===== src/rtl/mux_arb_reg_pkg.sv =====
// Shared constants and helpers for the registered N-way mux/arbiter.
package mux_arb_reg_pkg;

  // Arbitration mode, matching the 1-bit mode input encoding.
  typedef enum logic {
    MODE_FIXED = 1'b0,
    MODE_RR    = 1'b1
  } mode_e;

  // Output register occupancy.
  typedef enum logic {
    ST_EMPTY = 1'b0,
    ST_FULL  = 1'b1
  } occ_e;

  // Legal parameter ranges.
  localparam int unsigned W_MIN = 1;
  localparam int unsigned W_MAX = 64;
  localparam int unsigned N_MIN = 2;
  localparam int unsigned N_MAX = 16;

  // Ceiling log2, used to size channel-index fields.
  function automatic int unsigned clog2(input int unsigned v);
    int unsigned r;
    r = 0;
    for (int unsigned i = 0; i < 32; i++) begin
      if ((64'd1 << i) < 64'(v)) r = i + 1;
    end
    return r;
  endfunction

endpackage


===== src/rtl/rr_arbiter.sv =====
// Combinational round-robin grant: first requester searching upward from ptr+1.
module rr_arbiter
  import mux_arb_reg_pkg::*;
#(
  parameter int unsigned N  = 4,
  parameter int unsigned SW = clog2(N)
) (
  input  logic [N-1:0]  req,
  input  logic [SW-1:0] ptr,
  output logic          gnt_valid,
  output logic [SW-1:0] gnt_idx
);

  // Scan N positions after ptr, wrapping at N; the first hit wins.
  always_comb begin
    int unsigned c;
    c         = '0;
    gnt_valid = 1'b0;
    gnt_idx   = '0;
    for (int unsigned k = 1; k <= N; k++) begin
      c = (32'(ptr) + k) % N;
      if (!gnt_valid && req[c]) begin
        gnt_valid = 1'b1;
        gnt_idx   = SW'(c);
      end
    end
  end

endmodule


===== src/rtl/mux_arb_reg.sv =====
// N-channel arbiter (fixed select or round-robin) feeding a one-entry
// registered output with valid/ready handshake on both sides.
module mux_arb_reg
  import mux_arb_reg_pkg::*;
#(
  parameter  int unsigned W  = 32,
  parameter  int unsigned N  = 4,
  localparam int unsigned SW = clog2(N)
) (
  input  logic           clk,
  input  logic           rst,
  input  logic [N*W-1:0] in_data,
  input  logic [N-1:0]   in_valid,
  output logic [N-1:0]   in_ready,
  input  logic           mode,
  input  logic [SW-1:0]  sel,
  output logic [W-1:0]   out_data,
  output logic [SW-1:0]  out_chan,
  output logic           out_valid,
  input  logic           out_ready
);

  occ_e          occ;
  logic [SW-1:0] ptr;
  logic          load_ok;
  logic          fix_valid;
  logic          rr_valid;
  logic [SW-1:0] rr_idx;
  logic          gnt_valid;
  logic [SW-1:0] gnt_idx;
  logic [W-1:0]  gnt_data;
  logic          xfer;

  rr_arbiter #(.N(N), .SW(SW)) u_rr (
    .req       (in_valid),
    .ptr       (ptr),
    .gnt_valid (rr_valid),
    .gnt_idx   (rr_idx)
  );

  assign out_valid = (occ == ST_FULL);
  assign load_ok   = !out_valid || out_ready;

  // Fixed-select grant; an out-of-range sel grants nothing.
  always_comb begin
    fix_valid = 1'b0;
    if (32'(sel) < N) fix_valid = in_valid[sel];
  end

  // Pick the active arbitration result and the granted channel's data.
  always_comb begin
    gnt_valid = (mode == MODE_RR) ? rr_valid : fix_valid;
    gnt_idx   = (mode == MODE_RR) ? rr_idx   : sel;
    gnt_data  = in_data[32'(gnt_idx)*W +: W];
  end

  // One-hot ready to the granted channel only when the register can load.
  always_comb begin
    in_ready = '0;
    if (gnt_valid && load_ok && !rst) in_ready[gnt_idx] = 1'b1;
  end

  assign xfer = |(in_ready & in_valid);

  // Output register and round-robin pointer.
  always_ff @(posedge clk) begin
    if (rst) begin
      occ      <= ST_EMPTY;
      out_data <= '0;
      out_chan <= '0;
      ptr      <= SW'(N - 1);
    end else if (xfer) begin
      occ      <= ST_FULL;
      out_data <= gnt_data;
      out_chan <= gnt_idx;
      if (mode == MODE_RR) ptr <= gnt_idx;
    end else if (out_ready) begin
      occ <= ST_EMPTY;
    end
  end

endmodule


===== config.mk =====
export PLATFORM = sky130hd
export DESIGN_NAME = mux_arb_reg
export DESIGN_NICKNAME = d
export VERILOG_FILES = /design/src/rtl/mux_arb_reg_pkg.sv /design/src/rtl/rr_arbiter.sv /design/src/rtl/mux_arb_reg.sv
export SDC_FILE = /design/constraint.sdc
export NUM_CORES = 1
export LEC_CHECK = 0
export BUFFER_PORTS_ARGS = -buffer_cell sky130_fd_sc_hd__buf_2
export CAP_MARGIN = 20
export CORE_MARGIN = 1.5
export CORE_UTILIZATION = 41
export DETAILED_ROUTE_END_ITERATION = 8
export HOLD_SLACK_MARGIN = 0.12
export PLACE_DENSITY = 0.92
export SYNTH_ARGS = -nofsm -noshare
export SYNTH_HDL_FRONTEND = slang
export SYNTH_SLANG_ARGS = --single-unit

===== constraint.sdc =====
create_clock -name clk -period 2.6 [get_ports clk]
set_input_delay 0.13 -clock clk [delete_from_list [all_inputs] [get_ports clk]]
set_output_delay 0.13 -clock clk [all_outputs]
set_load 0.02 [all_outputs]

==> out/metrics.cfg, run 1 <==
[status]
outcome=finished clean

[grt]
top_usage_layer=met2
antenna_found_initial=0
met2_usage_pct=48.9
use_met3_pct=6.32
grt.overflow.total=0
track_usage_pct=25.8
grt_max_degree=33
grt_util_met1_pct=26.5
grt_pass1_wl_um=12600
grt_pass1_vias=2826

[synth]
syn_area_per_cell_um2=10.2
syn-instance-count=234
synth_ff_type=dfxtp_1
syn_area_mm2=0.00238
synth_commonest_cells=nand2_1 (55), dfxtp_1 (37), a21oi_1 (14), mux4_2 (14), o211ai_1 (12)
synth_most_common_cell=nand2_1
seq_area_frac_synth_pct=31.1
synth_top_area_share_pct=31.1
yosysTopAreaCell=dfxtp_1
synth.distinct_cells=40
yosys_warnings=0
ys_ff_latch=37
synthesis.nets=372
synth.area.top_cells=dfxtp_1 (31%), mux4_2 (13%), mux4_1 (8.8%), nand2_1 (8.7%), o211ai_1 (3.8%)
synth-edff-count=0
async_reset_ff_share_pct=0

[placement]
placed_cells=473
placed_area_mm2=0.00331
routabilityCongestion=0.875
port_buffers=176
dp_hpwl_um=6070

[job]
drv_cap=0

[power]
pwr-share-seq_pct=35.9
p_sw_share_pct=31.7
vdd_ir_drop_max_v=0.000360
combPwrFrac_pct=36.7
power_leakage_nw=1.76
clockPowerShare_pct=27.4
internal_power_mw=1.29
power_density_mw_per_mm2=516
power.switching_mw=0.599

[hold_path]
min-delay-start=in_data[125]
holdCritPathClass=in2reg
hold_depth=4
hold_end=out_data[29]

[detailed_routing]
antenna_left=0
dr.first_iter.drc_count=60
finalWirelength_um=8300
via_count=2762
via_per_inst=5.47
drc=0
drtPass1Iterations=5
post_drt_wl_per_cell_um=16.4

[finish]
final_cells=505
drive_above_1_share_pct=53.6
syn2layout_area_growth_pct=53.8
stdcell_area_mm2=0.00366
nNetsFinal=570
fin_util_pct=66.1
n_antenna_cell=0

[die]
ios=177
coreArea_mm2=0.00554
initial_core_util_pct=43.0
die_w_um=79.2
num_rows=27
fp.dieH_um=79.2
die-area_mm2=0.00628

[sta]
finalCritPeriodShare_pct=95.8
relSlewSlack_pct=48.6
min_period_ns=2.49
fin_worst_skew_ns=0.00667
rsz0062_at_grt=false
finalHoldViolations=0
tightest_slew_ns=0.769
drv_slew=0
fmax_mhz=401
setup_viol=0

[setup_path]
ff2ff_path_depth=8
reg2reg_from=ptr[0]
arrival_ns=2.36
cp_slowest_stage_delay_ns=0.41
crit_path_end_kind=output port
r2r-end=out_data[23]
critPathSlowestCell=and4b_4
startpoint_type=register
crit_type=reg2out
crit_required_ns=2.47
r2r_setup_slack_ns=0.38
crit_top_cell=buf_4
path_cells=or2b_1 -> buf_4 -> o22a_1 -> a31oi_4 -> buf_4 -> and4b_4 -> buf_2
worst-path-max-fanout=21

[cts]
cts-root-buf=clkbuf_8
clock_latency_ns=0.29
cts_buffers=5
clockBufferDepth=2
cts_tree=built
cts_sinks=37
h-tree-depth=2
clk_pin_slew_ns=0.08

worst max-delay path, delay by kind of cell, from the launching register on:
kind	cells	cell delay, ns
buf+inv	3	0.67
compound gates	2	0.40
simple gates	2	0.66
flops	1	0.34
power groups by stage:
| stage | Combinational (mW) | Clock (mW) | Sequential [mW] |
|---|---|---|---|
| after global routing | 0.745 | 0.552 | 0.686 |
| after global placement | 0.633 | 0 | 0.685 |
| after CTS | 0.691 | 0.537 | 0.678 |
| after detailed placement | 0.659 | 0 | 0.689 |
| after floorplan | 0.344 | 0 | 0.766 |
| final | 0.693 | 0.518 | 0.679 |
layout make-up:
type / count / area, µm²
clock inverters: 1 / 30.0
fillers: 448 / 1880
multi-input cells: 178 / 1520
clock buffers: 7 / 86.3
well taps: 72 / 90.1
repair buffers: 209 / 1200
inverters: 1 / 3.75
flip-flops and latches: 37 / 741
cells by family (layout without fill, tap and decap cells):
logic type	after synthesis	count (layout)	synth area share [%]
compound gates	59	59	19.2
buf+inv	19	218	5.36
flops	37	37	31.1
mux	33	33	27.3
simple gates	86	86	17.1
cell usage in the layout, fill, tap and decap left out, types with 2 or more instances in the layout:
| master | netlist | layout |
|---|---|---|
| buf_2 | 5 | 176 |
| nand2_1 | 55 | 55 |
| dfxtp_1 | 37 | 37 |
| dlygate4sd3_1 | 0 | 22 |
| a21oi_1 | 14 | 14 |
| mux4_2 | 14 | 14 |
| o211ai_1 | 12 | 12 |
| a22oi_1 | 11 | 11 |
| nand3_1 | 11 | 11 |
| a21oi_2 | 10 | 10 |
| buf_4 | 2 | 10 |
| mux4_1 | 8 | 8 |
| mux2_2 | 6 | 6 |
| clkbuf_8 | 2 | 6 |
| nor2_1 | 5 | 5 |
| mux2_1 | 5 | 5 |
| nand2b_1 | 3 | 3 |
| or2b_1 | 2 | 2 |
| a211oi_1 | 2 | 2 |
| a31oi_1 | 2 | 2 |
what timing repair did:
| item | 4_1_cts | 5_1_grt |
|---|---|---|
| endpoints found under the setup margin | 6 | 1 |
| gates resized for setup | 0 | 1 |
| setup buffers | 2 | 0 |
| cloned | 0 | 0 |
| endpoints found under the hold margin | 11 | 0 |
| pin swaps | 1 | 0 |
| hold buffers | 22 | 0 |
registers in the layout, summed over array words and instances, names as in the netlist:
register	cells
out_chan	2
out_valid	1
ptr	2
out_data	32
routing by layer:
metal	part of all wire, %	vias up
li1	-	1282
met1	35	1286
met2	53	167
met3	9.6	27
met4	2.8	0
met5	0	-
stage by stage:
step / setup TNS (ns) / power, mW / setup WS (ns) / hold slack (ns)
floorplan: 0 / 1.11 / 0.434 / 0.239
global placement: 0 / 1.32 / 0.185 / 0.326
detailed placement: -0.00502 / 1.35 / -0.00502 / 0.327
CTS: 0 / 1.91 / 0.0182 / 0.203
global route: 0 / 1.98 / 0.0277 / 0.232
finish: 0 / 1.89 / 0.109 / 0.213
worst max-delay path by stage:
stage,start,endpoint,slack [ns]
final,ptr[0],in_ready[0],0.11
after CTS,ptr[0],in_ready[0],0.02
after detailed placement,ptr[0],out_data[23],-0.005
after global routing,ptr[0],in_ready[0],0.03
after floorplan,ptr[0],out_data[14],0.43
after global placement,ptr[0],out_data[14],0.19
Note: power is estimated with default switching activity, not from simulation.
==> run 2: changes to the inputs <==
--- a/config.mk
+++ b/config.mk
@@ -7,5 +7,5 @@
 export LEC_CHECK = 0
 export BUFFER_PORTS_ARGS = -buffer_cell sky130_fd_sc_hd__buf_2
-export CAP_MARGIN = 20
+export CAP_MARGIN = 10
 export CORE_MARGIN = 1.5
 export CORE_UTILIZATION = 41
==> constraint.sdc (replaced) <==
create_clock -name clk -period 2.6 [get_ports clk]
set_input_delay 0.13 -clock clk [delete_from_list [all_inputs] [get_ports clk]]
set_output_delay 0.13 -clock clk [all_outputs]
set_load 0.05 [all_outputs]
==> run 2 against run 1 <==
Against the previous run:
- combinational power grew 24%
- total power grew 13%
- clock skew shrank 0.00082 ns
- critical endpoint is now in_ready[1]
- largest power group unchanged
==> out/metrics.cfg, run 2 (synthesis gave the netlist of run 1 again) <==
[power]
power_leakage_nw=1.80
power.switching_mw=0.773
power_density_mw_per_mm2=576
clockPowerShare_pct=28.3
internal_power_mw=1.37
combPwrFrac_pct=40.0
p_sw_share_pct=36.0
vdd_ir_drop_max_v=0.000278
total_power_mw=2.14
pwr-share-seq_pct=31.7

[detailed_routing]
dr.first_iter.drc_count=132
wl_met1_um=2950
post_drt_wl_per_cell_um=16.1
drtPass1Iterations=4
highest_layer=met4
via_count=2747
met2WireLength_um=4330
met3WireLength_um=732
antenna_left=0
finalWirelength_um=8200
drc=0
via_per_inst=5.40

[setup_path]
cp_slowest_stage_delay_ns=0.34
path_delay_family=buffers and inverters
worst-path-max-fanout=20
path_cells=or2b_1 -> buf_4 -> o22a_1 -> a31oi_4 -> buf_4 -> nor4b_2 -> buf_2
startpoint_type=register
crit_top_cell=buf_4
crit_path_end_kind=output port
critPathSlowestCell=dfxtp_1
crit_buf_inv=3
crit_type=reg2out
crit_required_ns=2.47
arrival_ns=2.35

[sta]
fmax_mhz=403
min_period_ns=2.48
finalHoldViolations=0
setup_viol=0
rsz0062_at_grt=false
timing.hold.ws_ns=0.221
layout_setup_ws_ns=0.119
finalCritPeriodShare_pct=95.4
drv_slew=0
relSlewSlack_pct=50.2
tightest_slew_ns=0.747
setup_tns_ns=0
fin_worst_skew_ns=0.00585

[finish]
final_cell_mix=buf_2 (176), nand2_1 (55), dfxtp_1 (37)
stdcell_area_mm2=0.00372
largest_reg_flops=32
final-seq-area_um2=741
layout_commonest_cell=buf_2
drive_above_1_share_pct=54.7
n_antenna_cell=0
nFillCells=415
multiInputGateArea_mm2=0.00153
regMostFlops=out_data
fin_util_pct=67.2
final_cells=509
nNetsFinal=574
syn2layout_area_growth_pct=56.4
reg_top3=out_data: 32 flops, out_chan: 2 flops, ptr: 2 flops

[grt]
grt_max_degree=38
grt.overflow.total=0
grt_pass1_wl_um=12700
grt_pass1_vias=2797
track_usage_pct=26.0
antenna_found_initial=0

[die]
die_w_um=79.2
initial_core_util_pct=43.0
coreArea_mm2=0.00554
fp.dieH_um=79.2
die-area_mm2=0.00628
ios=177
num_rows=27

[cts]
clock_latency_ns=0.29
clockBufferDepth=2
cts_tree=built
h-tree-depth=2
cts_sinks=37
cts_buffers=5
clk_pin_slew_ns=0.08
cts-root-buf=clkbuf_8

[placement]
port_buffers=176
placed_cells=476
placed_area_mm2=0.00334
dp_hpwl_um=5730
routabilityCongestion=0.878
pre_cts_slack_ns=0.0433

[job]
drv_cap=0

[hold_path]
holdCritPathClass=in2reg

[status]
outcome=finished clean

-- run 2: changes by cell type in the layout (fill, tap and decap cells not counted), sizes merged --
cell and delta:
buf +4, clkbuf -2, bufinv +1, inv +1
-- run 2: worst reg2reg max path: cells and delay by family, from the launching register on --
family | cells | cell delay [ns]
multiplexers | 1 | 0.36
buffers and inverters | 2 | 0.43
flip-flops | 1 | 0.34
AO/OA/AOI/OAI | 3 | 0.57
AND/OR/NAND/NOR | 2 | 0.40
-- run 2: layout make-up --
class / count / share of cell area (%)
Clock inverter: 3 / 1.85
Inverter: 1 / 0.101
Tap cell: 72 / 2.42
Clock buffer: 5 / 1.85
Timing Repair Buffer: 213 / 32.9
Sequential cell: 37 / 19.9
Multi-Input combinational cell: 178 / 41.0
-- run 2: final timing paths --
path	start	end	slack [ns]	cells past startpoint
setup / recovery	ptr[0]	in_ready[1]	0.12	7
setup reg to reg	ptr[0]	out_data[29]	0.37	8
hold reg to reg	out_data[27]	out_data[27]	0.46	2
hold / removal	in_data[117]	out_data[21]	0.22	4
-- run 2: routing by layer --
layer,up-vias,global-route usage [%]
li1,1294,-
met1,1266,27.5
met2,164,49.6
met3,23,5.75
met4,0,9.65
met5,-,0
-- run 2: what timing repair did --
action,CTS,global route
endpoints found under the setup margin,2,0
hold buffers,22,0
endpoints found under the hold margin,11,0
gates resized for setup,0,0
setup buffers,3,0
-- run 2: power groups by stage --
stage	Clock [mW]	Combinational [mW]	Sequential (mW)
global route	0.652	0.910	0.686
floorplan	0	0.354	0.912
global placement	0	0.800	0.685
finish	0.607	0.857	0.680
CTS	0.621	0.852	0.678
detailed placement	0	0.817	0.690
==> run 3: changes to the inputs <==
Settings changed: CORE_ASPECT_RATIO from default to 0.8.
==> run 3 against run 2 <==
Against the previous run:
- sequential power about the same
- global-route usage up 0.75 points
- cell area shrank 1.2%
- hold slack better by 0.023 ns
- worst setup slack gained 0.016 ns
- largest cell class unchanged
- highest routed layer unchanged
==> out/metrics.cfg, run 3 (synthesis gave the netlist of run 1 again) <==
[status]
outcome=finished clean

[power]
clockPowerShare_pct=20.0
combPwrFrac_pct=44.6
power.switching_mw=0.754
vdd_ir_drop_max_v=0.000232
power_leakage_nw=1.77
internal_power_mw=1.17
pwr-share-seq_pct=35.3
p_sw_share_pct=39.1
power_density_mw_per_mm2=524

[die]
fp.dieH_um=71.2
coreArea_mm2=0.00553
initial_core_util_pct=43.1
ios=177
die-area_mm2=0.00628
num_rows=24
die_w_um=88.2

[finish]
syn2layout_area_growth_pct=54.4
largest_reg_flops=32
reg_top3=out_data: 32 flops, out_chan: 2 flops, ptr: 2 flops
n_antenna_cell=0
final-seq-area_um2=741
drive_above_1_share_pct=54.3
stdcell_area_mm2=0.00368
multiInputGateArea_mm2=0.00153
regMostFlops=out_data
nNetsFinal=572
fin_util_pct=66.6
final_cell_mix=buf_2 (176), nand2_1 (55), dfxtp_1 (37)
layout_commonest_cell=buf_2
nFillCells=494

[grt]
antenna_found_initial=0
grt_pass1_wl_um=13100
track_usage_pct=26.7
grt_max_degree=38
grt.overflow.total=0
grt_pass1_vias=2760

[cts]
h-tree-depth=2
clockBufferDepth=2
cts_sinks=37
clk_pin_slew_ns=0.07
cts_buffers=5
cts_tree=built
clock_latency_ns=0.28
cts-root-buf=clkbuf_8

[setup_path]
worst-path-max-fanout=22
startpoint_type=register
arrival_ns=2.34
crit_path_end_kind=output port
crit_required_ns=2.47
crit_type=reg2out

[sta]
min_period_ns=2.47
setup_viol=0
timing.hold.ws_ns=0.244
rsz0062_at_grt=false
relSlewSlack_pct=45.8
finalCritPeriodShare_pct=94.8
tightest_slew_ns=0.810
finalHoldViolations=0
fmax_mhz=406
drv_slew=0
fin_worst_skew_ns=0.00487

[detailed_routing]
finalWirelength_um=8460
drc=0
antenna_left=0
via_per_inst=5.37
via_count=2755
post_drt_wl_per_cell_um=16.5
dr.first_iter.drc_count=91
drtPass1Iterations=4

[placement]
routabilityCongestion=0.924
placed_area_mm2=0.00334
dp_hpwl_um=5910
port_buffers=176

[hold_path]
holdCritPathClass=in2reg

[job]
drv_cap=0

==> run 3: power groups by stage <==
| stage | registers (mW) | clock network [mW] | logic (mW) |
|---|---|---|---|
| floorplan | 0.912 | 0 | 0.354 |
| global placement | 0.686 | 0 | 0.791 |
| detailed placement | 0.690 | 0 | 0.813 |
| CTS | 0.679 | 0.399 | 0.856 |
| global route | 0.690 | 0.433 | 0.912 |
| finish | 0.681 | 0.386 | 0.860 |
==> run 3: layer usage <==
metal  track usage (%)  part of all wire, %
met5                 0                    0
met2              49.9                   52
met1              29.8                   38
met4              6.42                  1.3
met3              7.35                  8.6
==> run 3: metrics by stage <==
stage / power [mW] / worst slack, ns / setup TNS (ns) / instances
after detailed placement: 1.50 / -0.0952 / -0.951 / 480
after global routing: 2.03 / 0.0523 / 0 / 513
final: 1.93 / 0.135 / 0 / 513
after CTS: 1.93 / 0.0479 / 0 / 513
after floorplan: 1.27 / 0.247 / 0 / 234
after global placement: 1.48 / 0.0776 / 0 / 480
==> run 3: final cells by class <==
type	count	share of cell area, %
inverter	1	0.102
sequential	37	20.1
tap	78	2.65
timing repair buffer	211	33.4
multi-input combinational	178	41.5
clock inverter	2	0.272
clock buffer	6	1.97
==> run 3: repair_timing <==
item | in CTS | in global routing
cloned | 0 | 0
hold buffers | 22 | 0
pin swaps | 1 | 0
endpoints found under the setup margin | 18 | 1
resized for setup | 0 | 1
setup buffers | 3 | 0
hold endpoints to repair | 11 | 0
==> run 3: worst max-delay path: stages (launching register included) <==
cell	delay, ns
dfxtp_1	0.34
or2b_1	0.25
buf_4	0.15
o22a_1	0.21
a31oi_4	0.20
buf_6	0.26
and4b_2	0.35
buf_2	0.29
==> run 3: final timing paths <==
kind | slack [ns] | to | cells after the start | start
worst max-delay path | 0.13 | in_ready[0] | 7 | ptr[0]
worst min-delay path | 0.24 | out_data[20] | 4 | in_data[52]
worst max register to register | 0.26 | out_data[2] | 8 | ptr[0]
worst min register to register | 0.45 | out_data[31] | 2 | out_data[31]
